**src/rtl/vga_timing_gen.sv**
```systemverilog
// vga_timing_gen: parametrised raster timing generator.
// A prescaler turns the system clock into a pixel clock-enable. Horizontal and
// vertical counters walk the raster (active, front porch, sync, back porch).
// col/row lead hsync/vsync/in_screen by LOOKAHEAD pixels through a short delay
// line, which hides the renderer's pipeline latency. Line/frame strobes and a
// completed-frame counter are also produced.
module vga_timing_gen #(
    parameter int H_ACTIVE  = 640,
    parameter int H_FP      = 16,
    parameter int H_SYNC    = 96,
    parameter int H_BP      = 48,
    parameter int V_ACTIVE  = 480,
    parameter int V_FP      = 10,
    parameter int V_SYNC    = 2,
    parameter int V_BP      = 33,
    parameter int CLK_DIV   = 2,
    parameter bit HS_POL    = 1'b0,
    parameter bit VS_POL    = 1'b0,
    parameter int LOOKAHEAD = 0,
    parameter int CW        = 10,
    parameter int FRAME_W   = 16
) (
    input  logic               clk,
    input  logic               clrn,
    input  logic               en,
    output logic               pix_ce,
    output logic [CW-1:0]      col,
    output logic [CW-1:0]      row,
    output logic               in_screen,
    output logic               hsync,
    output logic               vsync,
    output logic               line_start,
    output logic               frame_start,
    output logic [FRAME_W-1:0] frame_cnt
);

    localparam int H_TOTAL  = H_ACTIVE + H_FP + H_SYNC + H_BP;
    localparam int V_TOTAL  = V_ACTIVE + V_FP + V_SYNC + V_BP;
    localparam int HS_START = H_ACTIVE + H_FP;
    localparam int HS_END   = H_ACTIVE + H_FP + H_SYNC;
    localparam int VS_START = V_ACTIVE + V_FP;
    localparam int VS_END   = V_ACTIVE + V_FP + V_SYNC;
    localparam int PW       = (CLK_DIV > 1) ? $clog2(CLK_DIV) : 1;

    localparam logic [PW-1:0] P_LAST   = PW'(CLK_DIV - 1);
    localparam logic [CW-1:0] COL_LAST = CW'(H_TOTAL - 1);
    localparam logic [CW-1:0] ROW_LAST = CW'(V_TOTAL - 1);

    // Decoded raster flags, active-high: {de, hs, vs}.
    function automatic logic [2:0] decode_pos(input logic [CW-1:0] c, input logic [CW-1:0] r);
        logic de_v;
        logic hs_v;
        logic vs_v;
        de_v = (c < CW'(H_ACTIVE)) && (r < CW'(V_ACTIVE));
        hs_v = (c >= CW'(HS_START)) && (c < CW'(HS_END));
        vs_v = (r >= CW'(VS_START)) && (r < CW'(VS_END));
        return {de_v, hs_v, vs_v};
    endfunction

    logic [PW-1:0]      p_r;
    logic               pix_ce_s;
    logic [CW-1:0]      col_r;
    logic [CW-1:0]      row_r;
    logic [2:0]         cur_dec_s;
    logic [2:0]         out_dec_s;
    logic               line_start_r;
    logic               frame_start_r;
    logic [FRAME_W-1:0] frame_cnt_r;
    logic               col_wrap_s;
    logic               row_wrap_s;

    // Pixel enable fires on the last prescaler phase while running.
    always_comb begin
        pix_ce_s = 1'b0;
        if (en && (p_r == P_LAST)) begin
            pix_ce_s = 1'b1;
        end else begin
            pix_ce_s = 1'b0;
        end
    end

    assign col_wrap_s = (col_r == COL_LAST);
    assign row_wrap_s = (row_r == ROW_LAST);
    assign cur_dec_s  = decode_pos(col_r, row_r);

    // Prescaler: advances only while enabled so the pixel phase survives en gaps.
    always_ff @(posedge clk or negedge clrn) begin
        if (!clrn) begin
            p_r <= '0;
        end else if (en) begin
            if (p_r == P_LAST) begin
                p_r <= '0;
            end else begin
                p_r <= p_r + PW'(1);
            end
        end else begin
            p_r <= p_r;
        end
    end

    // Raster counters start at the last blanking position so the first pixel is (0,0).
    always_ff @(posedge clk or negedge clrn) begin
        if (!clrn) begin
            col_r <= COL_LAST;
            row_r <= ROW_LAST;
        end else if (pix_ce_s) begin
            if (col_wrap_s) begin
                col_r <= '0;
                if (row_wrap_s) begin
                    row_r <= '0;
                end else begin
                    row_r <= row_r + CW'(1);
                end
            end else begin
                col_r <= col_r + CW'(1);
                row_r <= row_r;
            end
        end else begin
            col_r <= col_r;
            row_r <= row_r;
        end
    end

    generate
        if (LOOKAHEAD == 0) begin : g_no_delay
            assign out_dec_s = cur_dec_s;
        end else begin : g_delay
            logic [2:0] dly_r [LOOKAHEAD];

            // Delay line of decoded flags, stepped once per pixel.
            always_ff @(posedge clk or negedge clrn) begin
                if (!clrn) begin
                    for (int i = 0; i < LOOKAHEAD; i++) begin
                        dly_r[i] <= 3'b000;
                    end
                end else if (pix_ce_s) begin
                    dly_r[0] <= cur_dec_s;
                    for (int i = 1; i < LOOKAHEAD; i++) begin
                        dly_r[i] <= dly_r[i-1];
                    end
                end else begin
                    for (int i = 0; i < LOOKAHEAD; i++) begin
                        dly_r[i] <= dly_r[i];
                    end
                end
            end

            assign out_dec_s = dly_r[LOOKAHEAD-1];
        end
    endgenerate

    // Line/frame strobes and frame counter, updated on the wrapping pixel edge.
    always_ff @(posedge clk or negedge clrn) begin
        if (!clrn) begin
            line_start_r  <= 1'b0;
            frame_start_r <= 1'b0;
            frame_cnt_r   <= '0;
        end else begin
            line_start_r  <= pix_ce_s & col_wrap_s;
            frame_start_r <= pix_ce_s & col_wrap_s & row_wrap_s;
            if (pix_ce_s && col_wrap_s && row_wrap_s) begin
                frame_cnt_r <= frame_cnt_r + FRAME_W'(1);
            end else begin
                frame_cnt_r <= frame_cnt_r;
            end
        end
    end

    assign pix_ce      = pix_ce_s;
    assign col         = col_r;
    assign row         = row_r;
    assign in_screen   = out_dec_s[2];
    assign hsync       = out_dec_s[1] ? HS_POL : ~HS_POL;
    assign vsync       = out_dec_s[0] ? VS_POL : ~VS_POL;
    // Strobes are suppressed while the generator is paused.
    assign line_start  = line_start_r & en;
    assign frame_start = frame_start_r & en;
    assign frame_cnt   = frame_cnt_r;

endmodule

```
**config.mk**
```make
export PLATFORM = sky130hd
export DESIGN_NAME = vga_timing_gen
export DESIGN_NICKNAME = d
export VERILOG_FILES = /design/src/rtl/vga_timing_gen.sv
export SDC_FILE = /design/constraint.sdc
export NUM_CORES = 1
export LEC_CHECK = 0
export ABC_AREA = 1
export BUFFER_PORTS_ARGS = -buffer_cell sky130_fd_sc_hd__buf_2
export CAP_MARGIN = 10
export CORE_MARGIN = 4
export CORE_UTILIZATION = 55
export DETAILED_ROUTE_END_ITERATION = 10
export HOLD_SLACK_MARGIN = 0.1
export PLACE_DENSITY = 0.81
export SETUP_SLACK_MARGIN = 0.2
export SLEW_MARGIN = 40
export SYNTH_ARGS = -nofsm -noshare
export SYNTH_HDL_FRONTEND = slang
export SYNTH_SLANG_ARGS = --single-unit
```
**constraint.sdc**
```tcl
create_clock -name clk -period 1.73 [get_ports clk]
set_input_delay 0.346 -clock clk [delete_from_list [all_inputs] [get_ports clk]]
set_output_delay 0.346 -clock clk [all_outputs]
set_load 0.05 [all_outputs]
```
* After elaboration in Yosys (flattened, before gate mapping)
Index checks and enable logic that the tools add are counted.
Storage, ports and cells: register bits 39, input port bits 3, output and inout bits 42, logic and storage cells 35
Operators by class: add/subtract/negate cells 4, $lt $le $gt $ge 6, equal/unequal tests 2, muxes and demuxes 6, bitwise gates (word level) 4, reductions and logical operators 7
Operators with widths (number):
- 10-bit by 1-bit adder with 10-bit output (second input constant) | 2
- 10-bit equality test (second input constant) | 2
- 10-bit less-than comparator (second input constant) | 2
- 10-bit by 9-bit less-than comparator with 1-bit output (second input constant) | 2
- 10-bit two-way mux | 2
- 16-bit by 1-bit adder with 16-bit output (second input constant) | 1
- 10-bit greater-or-equal comparator (second input constant) | 1
- 10-bit by 9-bit greater-or-equal comparator with 1-bit output (second input constant) | 1
- 1-bit logical AND | 6
- 1-bit AND | 4
- 1-bit two-way mux | 4
- 2-bit AND reduction | 1
- 1-bit adder (second input constant) | 1

* Longest topological paths before layout
depth in word-level cells 4, gate-level depth with buffers 9

* Worst setup path after synthesis
No wires, ideal clock.
kind register to output, from register row_r[5], in the netlist row[5], to output vsync, arrival 1.500 ns, slack -0.116 ns, stages on the path, launching flop included 4, cells stage by stage dfrtp_1 > nand2_1 > nor2_1 > nand4_1
Between the ends: word-level cells in the longest chain between the ends 3, elaborated cells between the ends (all ways) 4, classes of those cells order compare: 2; mux: 1; reduce/logical: 1
RTL lines:
- start, declared | RTL line 63 | logic [CW-1:0] row_r;
- start signal, assigned | RTL line 112 | row_r <= row_r + CW'(1);
- start signal, assigned | RTL line 116 | row_r <= row_r;
- start signal, assigned | RTL line 120 | row_r <= row_r;
- 10-bit by 9-bit greater-or-equal comparator with 1-bit output or 10-bit by 9-bit less-than comparator with 1-bit output (tied branches) | RTL line 56 | vs_v = (r >= CW'(VS_START)) && (r < CW'(VS_END));
- 1-bit logical AND * | RTL line 56
- 1-bit two-way mux * | RTL line 174 | assign vsync = out_dec_s[0] ? VS_POL : ~VS_POL;
- end, declared | RTL line 31 | output logic vsync,
Every way passes the cells marked *; elsewhere a longest branch is shown, timed or not.

* Worst setup path after layout
from register col_r[0], in the netlist col[0], to register frame_cnt_r[11], in the netlist frame_cnt[11]
Between the ends: word-level cells in the longest chain between the ends 3
RTL lines:
- start, declared | RTL line 62 | logic [CW-1:0] col_r;
- start signal, assigned | RTL line 115 | col_r <= col_r + CW'(1);
- start signal, assigned | RTL line 119 | col_r <= col_r;
- 10-bit equality test | RTL line 82 | assign col_wrap_s = (col_r == COL_LAST);
- 1-bit logical AND (2 in series) | RTL line 161 | if (pix_ce_s && col_wrap_s && row_wrap_s) begin
- end signal, assigned | RTL line 162 | frame_cnt_r <= frame_cnt_r + FRAME_W'(1);
- end signal, assigned | RTL line 164 | frame_cnt_r <= frame_cnt_r;
- end, declared | RTL line 68 | logic [FRAME_W-1:0] frame_cnt_r;
No other way between the ends. A chain may end at the register's enable or synchronous reset.

==> impl_metrics.yaml <==
worst_setup_path:
  path_max_fanout: 6
  required_ns: 1.92
  worstSetupStartpointType: "flip-flop"
  worstPathArrival_ns: 1.94
  worstSetupPathType: "reg2reg"
  end_kind: "flip-flop"
  rrSetupSlack_ns: -0.02
route:
  first_pass_iters: 5
  drt_wl_total_um: 6514
  dr.first_iter.drc_count: 244
  routedWlPerCell_um: 14.91
  ant_nets: 0
  drc: 0
  via_count: 2318
  post_drt_via_cell_ratio: 5.304
clock_tree:
  clkTransAtPathRegs_ns: 0.08
  root_buffer: "clkbuf_8"
  htreeDepth: 2
  cts_num_sinks: 39
  numCtsBuffers: 5
  cts_tree: "yes"
  clockBufferDepth: 2
  clk_latency_ns: 0.31
finish:
  final_common_cell: "nand2_1"
  final_nets: 394
  fillers: 250
  antennaDiodeCount: 0
  layout-drive-gt1-share: 0.3695
  areaGrowthSynthToFinish_pct: 40.50
  multi_input_area_um2: 1292
  most-common-layout-cells: "91 x nand2_1, 33 x nor2_1, 33 x buf_2, 30 x inv_1, 24 x buf_4"
  register_area_um2: 1013
  fin_area_um2: 3229
global_routing:
  busiest_layer: "met2"
  grt_pass1_wl_um: 9742
  grt_antenna_before_repair: 0
  use_met2: 0.4068
  grt.met3_usage: 0.04959
  grt_pass1_vias: 2106
  use_met1: 0.3007
  grt.total_usage: 0.2376
  grt_overflow_total: 0
  grt_max_degree: 40
power:
  p_total_uw: 2833
  vdd_ir_drop_max_mv: 0.7047
  p_leak_uw: 0.001670
  power.density_nw_per_um2: 877.2
logic_synthesis:
  syn_avg_cell_area_um2: 7.487
  syn_inst: 307
  ys_seq_area_frac: 0.4300
  ys_types: 29
  synth-edff-count: 0
  synth_warnings: 0
  async_reset_ff_frac: 1.000
  synth_area_um2: 2298
  synth_seq_cells: 39
  synth_nets: 315
  ys.flop_type: "dfrtp_1"
floorplan:
  boundaryPins: 45
  core_um2: 4029
  fp.dieArea_um2: 5277
  initial_utilization: 0.5705
  rows: 23
  chipWidth_um: 72.65
  die_h_um: 72.65
placed_design:
  io_buffers: 44
  place_congestion: 0.8379
  placed_cell_area_um2: 2693
  dp_hpwl_um: 3760
flow_run:
  cap_violations: 0
timing:
  tightest_slew_ns: 0.4997
  hold_viol_final: 0
  period_needed_ns: 1.746
  finalCritPeriodShare: 1.009
  fin_ws_ns: -0.01614
  relSlewSlack: 0.6669
  setup_viol: 3
  fmax_mhz: 572.7
  rsz0062_at_grt: "yes"
  clock-skew-final_ns: 0.01158
  slew_violations: 0
hold_path:
  hold_path.class: "in2async"
status:
  violations: "negative setup slack"
  status: "finished with violations"
## cells by family (layout without fill, tap and decap cells)
kind of cell	count (synthesis)	after routing	synth area share
simple gates	188	188	0.3609
flops	39	39	0.4300
buf+inv	37	117	0.06967
compound gates	25	25	0.06260
xor+xnor	13	13	0.04954
fa+ha+maj	5	5	0.02722
## layer usage
metal	up-vias	wire length, µm	part of all wire
li1	1132	-	-
met1	1083	2614	0.40
met2	92	3449	0.53
met3	11	363	0.056
met4	0	87	0.013
met5	-	0	0
## stage by stage
step                      hold slack [ns]  std cells    util  setup TNS, ns  worst slack [ns]
after floorplan                   0.05041        307       -              0          0.003685
after global placement             0.4333        403  0.6683              0            0.1408
after detailed placement           0.4284        403  0.6683              0           0.07270
after CTS                          0.1068        426  0.7531              0           0.02825
after global routing               0.1378        437  0.8016         -1.437          -0.08272
final                             0.09200        437  0.8016       -0.03874          -0.01614
## synthesized netlist by cell type (2+ instances only)
master | instances | area share
a21oi_1 | 3 | 0.0065
buf_6 | 2 | 0.0098
dfrtp_1 | 29 | 0.32
dfstp_2 | 10 | 0.11
ha_1 | 5 | 0.027
inv_1 | 31 | 0.051
nand2_1 | 105 | 0.17
nand3_1 | 23 | 0.050
nand3b_1 | 2 | 0.0065
nand4_1 | 8 | 0.022
nand4_4 | 2 | 0.019
nor2_1 | 39 | 0.064
nor2_4 | 2 | 0.0098
nor3_1 | 3 | 0.0065
o21ai_0 | 15 | 0.033
o21ai_2 | 4 | 0.015
xnor2_1 | 2 | 0.0076
xor2_1 | 11 | 0.042
## repair_timing
action	in CTS	in global routing
hold buffers	0	0
setup buffers	14	9
gates cloned	1	2
resized for setup	31	31
pin swaps	10	11
setup endpoints to repair	39	45
## power breakdown
part	leakage (µW)	switching [µW]	internal, µW	total (µW)
logic	0.00117	638	323	961
clock network	0.0000515	331	364	695
registers	0.000449	117	1060	1180
total	0.00167	1090	1750	2830
## cell type report
| class | instances | share of cell area |
|---|---|---|
| clock buffers | 8 | 0.03100 |
| inverters | 33 | 0.03991 |
| repair buffers | 76 | 0.1957 |
| multi-input cells | 231 | 0.4002 |
| flip-flops and latches | 39 | 0.3138 |
| well taps | 50 | 0.01937 |
## worst max-delay path, cell delays in order, from the launching register on
cell and delay (ns):
dfstp_4 0.64, ha_4 0.16, nand2_4 0.05, nor2_4 0.15, nand4_4 0.12, nor2_4 0.19, buf_6 0.14, clkbuf_16 0.14
o21ai_1 0.06
## flip-flops by register name, summed over array words and instances, names as in the netlist
signal,count
p_r,1
row,10
frame_cnt,16
line_start_r,1
frame_start_r,1
col,10
## path summary, 6_finish.rpt
| path | startpoint | end | cells past startpoint |
|---|---|---|---|
| max | col[0]$_DFFE_PN1P_ | frame_cnt[11]$_DFFE_PN0P_ | 8 |
| min | clrn | col[6]$_DFFE_PN0P_ | 2 |
| max reg2reg | col[0]$_DFFE_PN1P_ | frame_cnt[11]$_DFFE_PN0P_ | 8 |
| min reg2reg | row[3]$_DFFE_PN1P_ | row[3]$_DFFE_PN1P_ | 2 |
| max in group asynchronous | clrn | col[9]$_DFFE_PN1P_ | 2 |
| min in group clk | en | p_r$_DFFE_PN0P_ | 3 |
(Power assumes the default switching activity.)
